--- config.mk ---
export PLATFORM = sky130hd
export DESIGN_NAME = mem_sequencer
export DESIGN_NICKNAME = d
export VERILOG_FILES = /design/src/rtl/mem_sequencer_pkg.sv /design/src/rtl/mem_sequencer_bus_timer.sv /design/src/rtl/mem_sequencer.sv
export SDC_FILE = /design/constraint.sdc
export NUM_CORES = 1
export LEC_CHECK = 0
export ABC_AREA = 1
export CAP_MARGIN = 10
export CORE_MARGIN = 2
export CORE_UTILIZATION = 30
export DETAILED_ROUTE_END_ITERATION = 10
export SLEW_MARGIN = 20
export SYNTH_ARGS = -nofsm -noshare
export SYNTH_HDL_FRONTEND = slang
export SYNTH_SLANG_ARGS = --single-unit
--- constraint.sdc ---
create_clock -name clk -period 2.7 [get_ports clk]
set_input_delay 0.81 -clock clk [delete_from_list [all_inputs] [get_ports clk]]
set_output_delay 0.81 -clock clk [all_outputs]
set_load 0.02 [all_outputs]
--- src/rtl/mem_sequencer_pkg.sv ---
// mem_sequencer_pkg: shared state encoding, reset instruction and timer sizing
// for the unified-bus instruction/data sequencer.
package mem_sequencer_pkg;
  typedef enum logic [2:0] {IDLE, FETCH, EXEC, MEM, WB, FAULT} state_e;
  localparam logic [31:0] NOP_INSTR = 32'h0000_0013;
  function automatic int timer_width(input int cycles);
    return $clog2(cycles + 1);
  endfunction
endpackage

--- src/rtl/mem_sequencer_bus_timer.sv ---
// bus_timer: counts bus wait cycles; expired fires on the wait cycle that
// brings the count to TimeoutCycles.
module bus_timer
  import mem_sequencer_pkg::*;
#(
  parameter int TimeoutCycles = 255
) (
  input  logic clk,
  input  logic reset,
  input  logic clr,
  input  logic en,
  output logic expired
);
  localparam int W = timer_width(TimeoutCycles);
  logic [W-1:0] cnt_q, cnt_d;
  always_comb cnt_d = clr ? '0 : en ? cnt_q + 1'b1 : cnt_q;
  always_ff @(posedge clk or negedge reset)
    if (!reset) cnt_q <= '0;
    else        cnt_q <= cnt_d;
  assign expired = en && (cnt_q == W'(TimeoutCycles - 1));
endmodule

--- src/rtl/mem_sequencer.sv ---
// mem_sequencer: multi-cycle fetch/load/store controller sharing one memory bus.
// Optional perf counters cycle_cnt/instret_cnt under MEM_SEQUENCER_PERF_CNT_EN.
module mem_sequencer
  import mem_sequencer_pkg::*;
#(
  parameter int          TimeoutCycles = 255,
  parameter logic [31:0] NopInstr      = NOP_INSTR
) (
  input  logic        clk,
  input  logic        reset,
  input  logic        run,
  input  logic [31:0] pc,
  output logic [31:0] instr,
  input  logic        mem_read,
  input  logic        mem_write,
  input  logic [31:0] d_addr,
  input  logic [31:0] d_wdata,
  input  logic [3:0]  d_wstrb,
  output logic [31:0] d_rdata,
  output logic        commit,
  output logic        halted,
  output logic        fault,
  output logic        bus_req,
  output logic [31:0] bus_addr,
  output logic        bus_we,
  output logic [3:0]  bus_wstrb,
  output logic [31:0] bus_wdata,
  input  logic        bus_ready,
  input  logic [31:0] bus_rdata
`ifdef MEM_SEQUENCER_PERF_CNT_EN
  ,
  output logic [63:0] cycle_cnt,
  output logic [63:0] instret_cnt
`endif
);
  state_e      state_q, state_d;
  logic [31:0] instr_q, instr_d, d_rdata_q, d_rdata_d;
  logic [31:0] bus_addr_q, bus_addr_d, bus_wdata_q, bus_wdata_d;
  logic [3:0]  bus_wstrb_q, bus_wstrb_d;
  logic        bus_req_q, bus_req_d, bus_we_q, bus_we_d, fault_q, fault_d;
  logic        issue, expired;

  bus_timer #(.TimeoutCycles(TimeoutCycles)) u_timer (
    .clk     (clk),
    .reset   (reset),
    .clr     (issue),
    .en      (bus_req_q && !bus_ready),
    .expired (expired)
  );

  // The fetch is issued from FETCH itself so it picks up the pc registered on the commit edge.
  always_comb begin
    state_d     = state_q;
    instr_d     = instr_q;
    d_rdata_d   = d_rdata_q;
    bus_req_d   = bus_req_q;
    bus_addr_d  = bus_addr_q;
    bus_we_d    = bus_we_q;
    bus_wstrb_d = bus_wstrb_q;
    bus_wdata_d = bus_wdata_q;
    fault_d     = fault_q;
    issue       = 1'b0;
    commit      = 1'b0;
    case (state_q)
      IDLE:  state_d = run ? FETCH : IDLE;
      FETCH: begin
        if (!bus_req_q) begin
          issue       = 1'b1;
          bus_req_d   = 1'b1;
          bus_addr_d  = pc;
          bus_we_d    = 1'b0;
          bus_wstrb_d = 4'b0000;
        end else if (bus_ready) begin
          bus_req_d = 1'b0;
          instr_d   = bus_rdata;
          state_d   = EXEC;
        end
      end
      EXEC: begin
        if (mem_read || mem_write) begin
          issue       = 1'b1;
          bus_req_d   = 1'b1;
          bus_addr_d  = d_addr;
          bus_we_d    = mem_write;
          bus_wstrb_d = mem_write ? d_wstrb : 4'b0000;
          bus_wdata_d = d_wdata;
          state_d     = MEM;
        end else begin
          commit  = 1'b1;
          state_d = run ? FETCH : IDLE;
        end
      end
      MEM: begin
        if (bus_ready) begin
          bus_req_d = 1'b0;
          d_rdata_d = bus_we_q ? d_rdata_q : bus_rdata;
          state_d   = WB;
        end
      end
      WB: begin
        commit  = 1'b1;
        state_d = run ? FETCH : IDLE;
      end
      default: state_d = state_q;
    endcase
    if (expired) begin
      bus_req_d = 1'b0;
      fault_d   = 1'b1;
      instr_d   = NopInstr;
      state_d   = FAULT;
    end
  end

  always_ff @(posedge clk or negedge reset) begin
    if (!reset) begin
      state_q     <= IDLE;
      instr_q     <= NopInstr;
      d_rdata_q   <= '0;
      bus_req_q   <= 1'b0;
      bus_addr_q  <= '0;
      bus_we_q    <= 1'b0;
      bus_wstrb_q <= '0;
      bus_wdata_q <= '0;
      fault_q     <= 1'b0;
    end else begin
      state_q     <= state_d;
      instr_q     <= instr_d;
      d_rdata_q   <= d_rdata_d;
      bus_req_q   <= bus_req_d;
      bus_addr_q  <= bus_addr_d;
      bus_we_q    <= bus_we_d;
      bus_wstrb_q <= bus_wstrb_d;
      bus_wdata_q <= bus_wdata_d;
      fault_q     <= fault_d;
    end
  end

  assign instr     = instr_q;
  assign d_rdata   = d_rdata_q;
  assign bus_req   = bus_req_q;
  assign bus_addr  = bus_addr_q;
  assign bus_we    = bus_we_q;
  assign bus_wstrb = bus_wstrb_q;
  assign bus_wdata = bus_wdata_q;
  assign fault     = fault_q;
  assign halted    = (state_q == IDLE) || (state_q == FAULT);

`ifdef MEM_SEQUENCER_PERF_CNT_EN
  logic [63:0] cycle_cnt_q, cycle_cnt_d, instret_cnt_q, instret_cnt_d;
  always_comb begin
    cycle_cnt_d   = cycle_cnt_q + 64'(!halted);
    instret_cnt_d = instret_cnt_q + 64'(commit);
  end
  always_ff @(posedge clk or negedge reset) begin
    if (!reset) begin
      cycle_cnt_q   <= '0;
      instret_cnt_q <= '0;
    end else begin
      cycle_cnt_q   <= cycle_cnt_d;
      instret_cnt_q <= instret_cnt_d;
    end
  end
  assign cycle_cnt   = cycle_cnt_q;
  assign instret_cnt = instret_cnt_q;
`endif
endmodule
==> results of run 1 <==
logic make-up (layout without fill, tap and decap cells):
family / Yosys count / after routing / share of synthesized area (%)
AO/OA/AOI/OAI: 73 / 73 / 6.33
buffers and inverters: 104 / 386 / 7.43
flip-flops: 146 / 146 / 55.6
AND/OR/NAND/NOR: 490 / 490 / 29.9
XOR/XNOR: 3 / 3 / 0.399
adder cells (fa/ha/maj): 2 / 2 / 0.380
per-layer routing:
metal | wire (um) | GRT usage, % | vias up
li1 | - | - | 3070
met1 | 8980 | 23.5 | 2793
met2 | 9300 | 27.9 | 214
met3 | 1620 | 6.13 | 23
met4 | 312 | 4.81 | 2
met5 | 13 | 0 | -
area by class of cell:
cell class / count / area, um^2 / share of cell area [%]
multi-input cells: 568 / 2440 / 23.8
well taps: 280 / 350 / 3.42
clock buffers: 17 / 425 / 4.15
clock inverters: 15 / 188 / 1.83
inverters: 61 / 229 / 2.23
flip-flops and latches: 146 / 3660 / 35.7
repair buffers: 293 / 2960 / 28.8
synth_stat cells:
cell type / n
a21boi_0: 1
a21oi_1: 2
buf_2: 21
buf_4: 10
buf_6: 3
buf_8: 1
clkbuf_1: 7
clkbuf_2: 1
dfrtp_1: 143
dfstp_2: 3
ha_1: 2
inv_1: 56
inv_2: 5
nand2_1: 352
nand2_2: 3
nand2_4: 2
nand3_1: 51
nand3_2: 2
nand3b_1: 1
nand4_1: 4
nor2_1: 71
nor2_2: 3
nor2_4: 1
o211ai_1: 3
o21ai_0: 44
o21ai_1: 10
o21ai_2: 10
o22ai_1: 3
xnor2_1: 1
xor2_1: 2
worst max-delay path, delay by kind of cell:
kind                   cells  cell delay [ns]
AOI/OAI and AO/OA          1             0.08
and+or+nand+nor            2             0.28
buffers and inverters      2             0.65
power by group through the flow:
stage / Clock, mW / Combinational, mW / Sequential, mW
after floorplan: 0 / 2.06 / 4.89
after global placement: 0 / 5.95 / 3.77
after detailed placement: 0 / 6.01 / 3.79
after CTS: 2.53 / 6.01 / 3.78
after global routing: 2.64 / 6.45 / 3.91
final: 2.46 / 5.89 / 3.77
state kept, by name (all words and copies together), names as in the netlist:
signal	flops
bus_we	1
bus_wdata	32
bus_wstrb	4
bus_addr	32
bus_req	1
instr	32
fault	1
state_q	3
d_rdata	32
u_timer.cnt_q	8
through the flow:
stage / utilization [%] / cell area (um^2) / hold WS [ns] / worst slack (ns) / TNS, ns
3_3_place_gp: 44.4 / 9640 / 0.449 / -0.491 / -0.491
3_5_place_dp: 44.4 / 9640 / 0.448 / -0.455 / -0.455
5_1_grt: 47.2 / 10200 / 0.275 / 0.0282 / 0
6_report: 47.2 / 10200 / 0.274 / 0.0645 / 0
2_1_floorplan: - / 6580 / 0.492 / 0.648 / 0
4_1_cts: 47.2 / 10200 / 0.265 / 0.0442 / 0
cell usage in the layout, fill, tap and decap left out, drive strengths merged:
master | netlist | final
inv | 61 | 70
dfstp | 3 | 3
nand3b | 1 | 1
a21oi | 2 | 2
o22ai | 3 | 3
clkinvlp | 0 | 1
clkbuf | 8 | 17
o21ai | 64 | 64
clkdlybuf4s50 | 0 | 271
a21boi | 1 | 1
xnor2 | 1 | 1
buf | 35 | 21
dfrtp | 143 | 143
clkinv | 0 | 3
o211ai | 3 | 3
nor2 | 75 | 75
dlygate4sd2 | 0 | 1
xor2 | 2 | 2
nand2 | 357 | 357
bufinv | 0 | 2
nand3 | 53 | 53
nand4 | 4 | 4
ha | 2 | 2
worst max-delay path by stage:
stage,from,slack (ns),depth (start not counted),endpoint
floorplan,mem_read,0.65,3,commit
global placement,mem_read,-0.49,5,commit
detailed placement,mem_write,-0.46,5,commit
CTS,mem_read,0.04,5,commit
global route,mem_read,0.03,5,commit
finish,mem_read,0.06,5,commit
timing repair:
action,in CTS,in global routing
hold endpoints to repair,0,0
gates resized for setup,7,0
hold buffers,0,0
setup endpoints to repair,2,0
==> flow_summary.json, run 1 <==
{
  "required_ns": 1.89,
  "first_global_vias": 5901,
  "dr.first_iter.drc_count": 328,
  "r2r_cells": 8,
  "ys_warn_count": 0,
  "drt-wirelength-per-cell_um": 14.7,
  "critPathCaptureType": "output port",
  "power_switching_mw": 4.94,
  "p_int_mw": 7.18,
  "crit_path_start_kind": "input port",
  "p_total_mw": 12.1,
  "avgSynthCellArea_um2": 8.05,
  "setup_viol": 0,
  "synthesis.instances": 818,
  "yosysTopAreaCell": "dfrtp_1",
  "leakagePower_nw": 5.06,
  "skew_ns": 0.00837,
  "antenna_found_initial": 1,
  "cpMaxStageDelayCell": "clkdlybuf4s50_1",
  "seqPwrFrac_pct": 31.1,
  "worstReg2RegEnd": "bus_addr[1]",
  "ys_ff_latch": 146,
  "nNetsFinal": 1227,
  "fin_crit_sh_pct": 97.6,
  "grt_max_degree": 65,
  "synth_area_leaders": "dfrtp_1 (54%), nand2_1 (20%), nor2_1 (4.0%)",
  "vias": 6102,
  "status": "complete, no violations",
  "min_path_type": "in2async",
  "drc_errors": 0,
  "final_cells": 1380,
  "fillers": 2150,
  "cts_buffers": 17,
  "cts_root_buffer": "clkbuf_16",
  "clkLatencyLatePin_ns": 0.42,
  "diodes": 0,
  "period_needed_ns": 2.64,
  "synthesis.area_mm2": 0.00658,
  "dp_hpwl_um": 14300,
  "die_h_um": 152,
  "path_max_fanout": 2,
  "slew_viol_final": 0,
  "cp.arrival_ns": 1.83,
  "rsz0062_at_grt": "false",
  "io_buffers": 274,
  "viasPerCell": 4.42,
  "gp_congestion": 0.770,
  "hold_violations": 0,
  "die_w_um": 152,
  "seq_area_frac_synth_pct": 55.6,
  "track_usage_pct": 17.8,
  "grt_overflow": 0,
  "numPlacedInstances": 1348,
  "rows": 54,
  "worstSetupPathType": "in2out",
  "h-tree-depth": 4,
  "reg2reg_slack_ns": 0.89,
  "cts_max_path_buffers": 2,
  "cts.sinks": 146,
  "drive_gt1_share_pct": 7.64,
  "synth_top_area_share_pct": 54.4,
  "r2r_start": "state_q[2]",
  "ir_drop_uv": 460,
  "cts_tree": "done",
  "initial_core_util_pct": 30.3,
  "max_cap_violations": 0,
  "synthToLayoutAreaGrowth_pct": 55.7,
  "critPathMaxStageDelay_ns": 0.45,
  "clkSlewWorstSetupHoldPaths_ns": 0.07,
  "core_mm2": 0.0217,
  "io_pins": 275,
  "p_comb_share_pct": 48.6,
  "tightest_slew_ns": 0.740,
  "dieArea_mm2": 0.0231,
  "ant_nets": 0,
  "ys_types": 30,
  "slew_headroom_pct": 50.6,
  "max_clock_freq_mhz": 379,
  "p_sw_share_pct": 40.8,
  "routed_wl_um": 20200,
  "worstPathCellList": "clkdlybuf4s50_1 -> nor2_2 -> nand3_1 -> o21ai_0 -> buf_2",
  "power.density_mw_per_mm2": 1180,
  "cts_setup_buffers": 0,
  "drtPass1Iterations": 4,
  "grt_first_pass_wirelength_um": 32900,
  "clock_power_share_pct": 20.3,
  "syn-num-nets": 958
}
(Power assumes the default switching activity.)
==> run 2, diff against run 1 <==
SLEW_MARGIN = not set   (was 20)
TNS_END_PERCENT = 1   (was not set)
==> results of run 2 <==
Final layout, timing and power as in run 1 (identical DEF).
==> run 3, diff against run 2 <==
HOLD_SLACK_MARGIN = 0.03   (was not set)
==> results of run 3 <==
Final layout, timing and power as in run 1 (identical DEF).
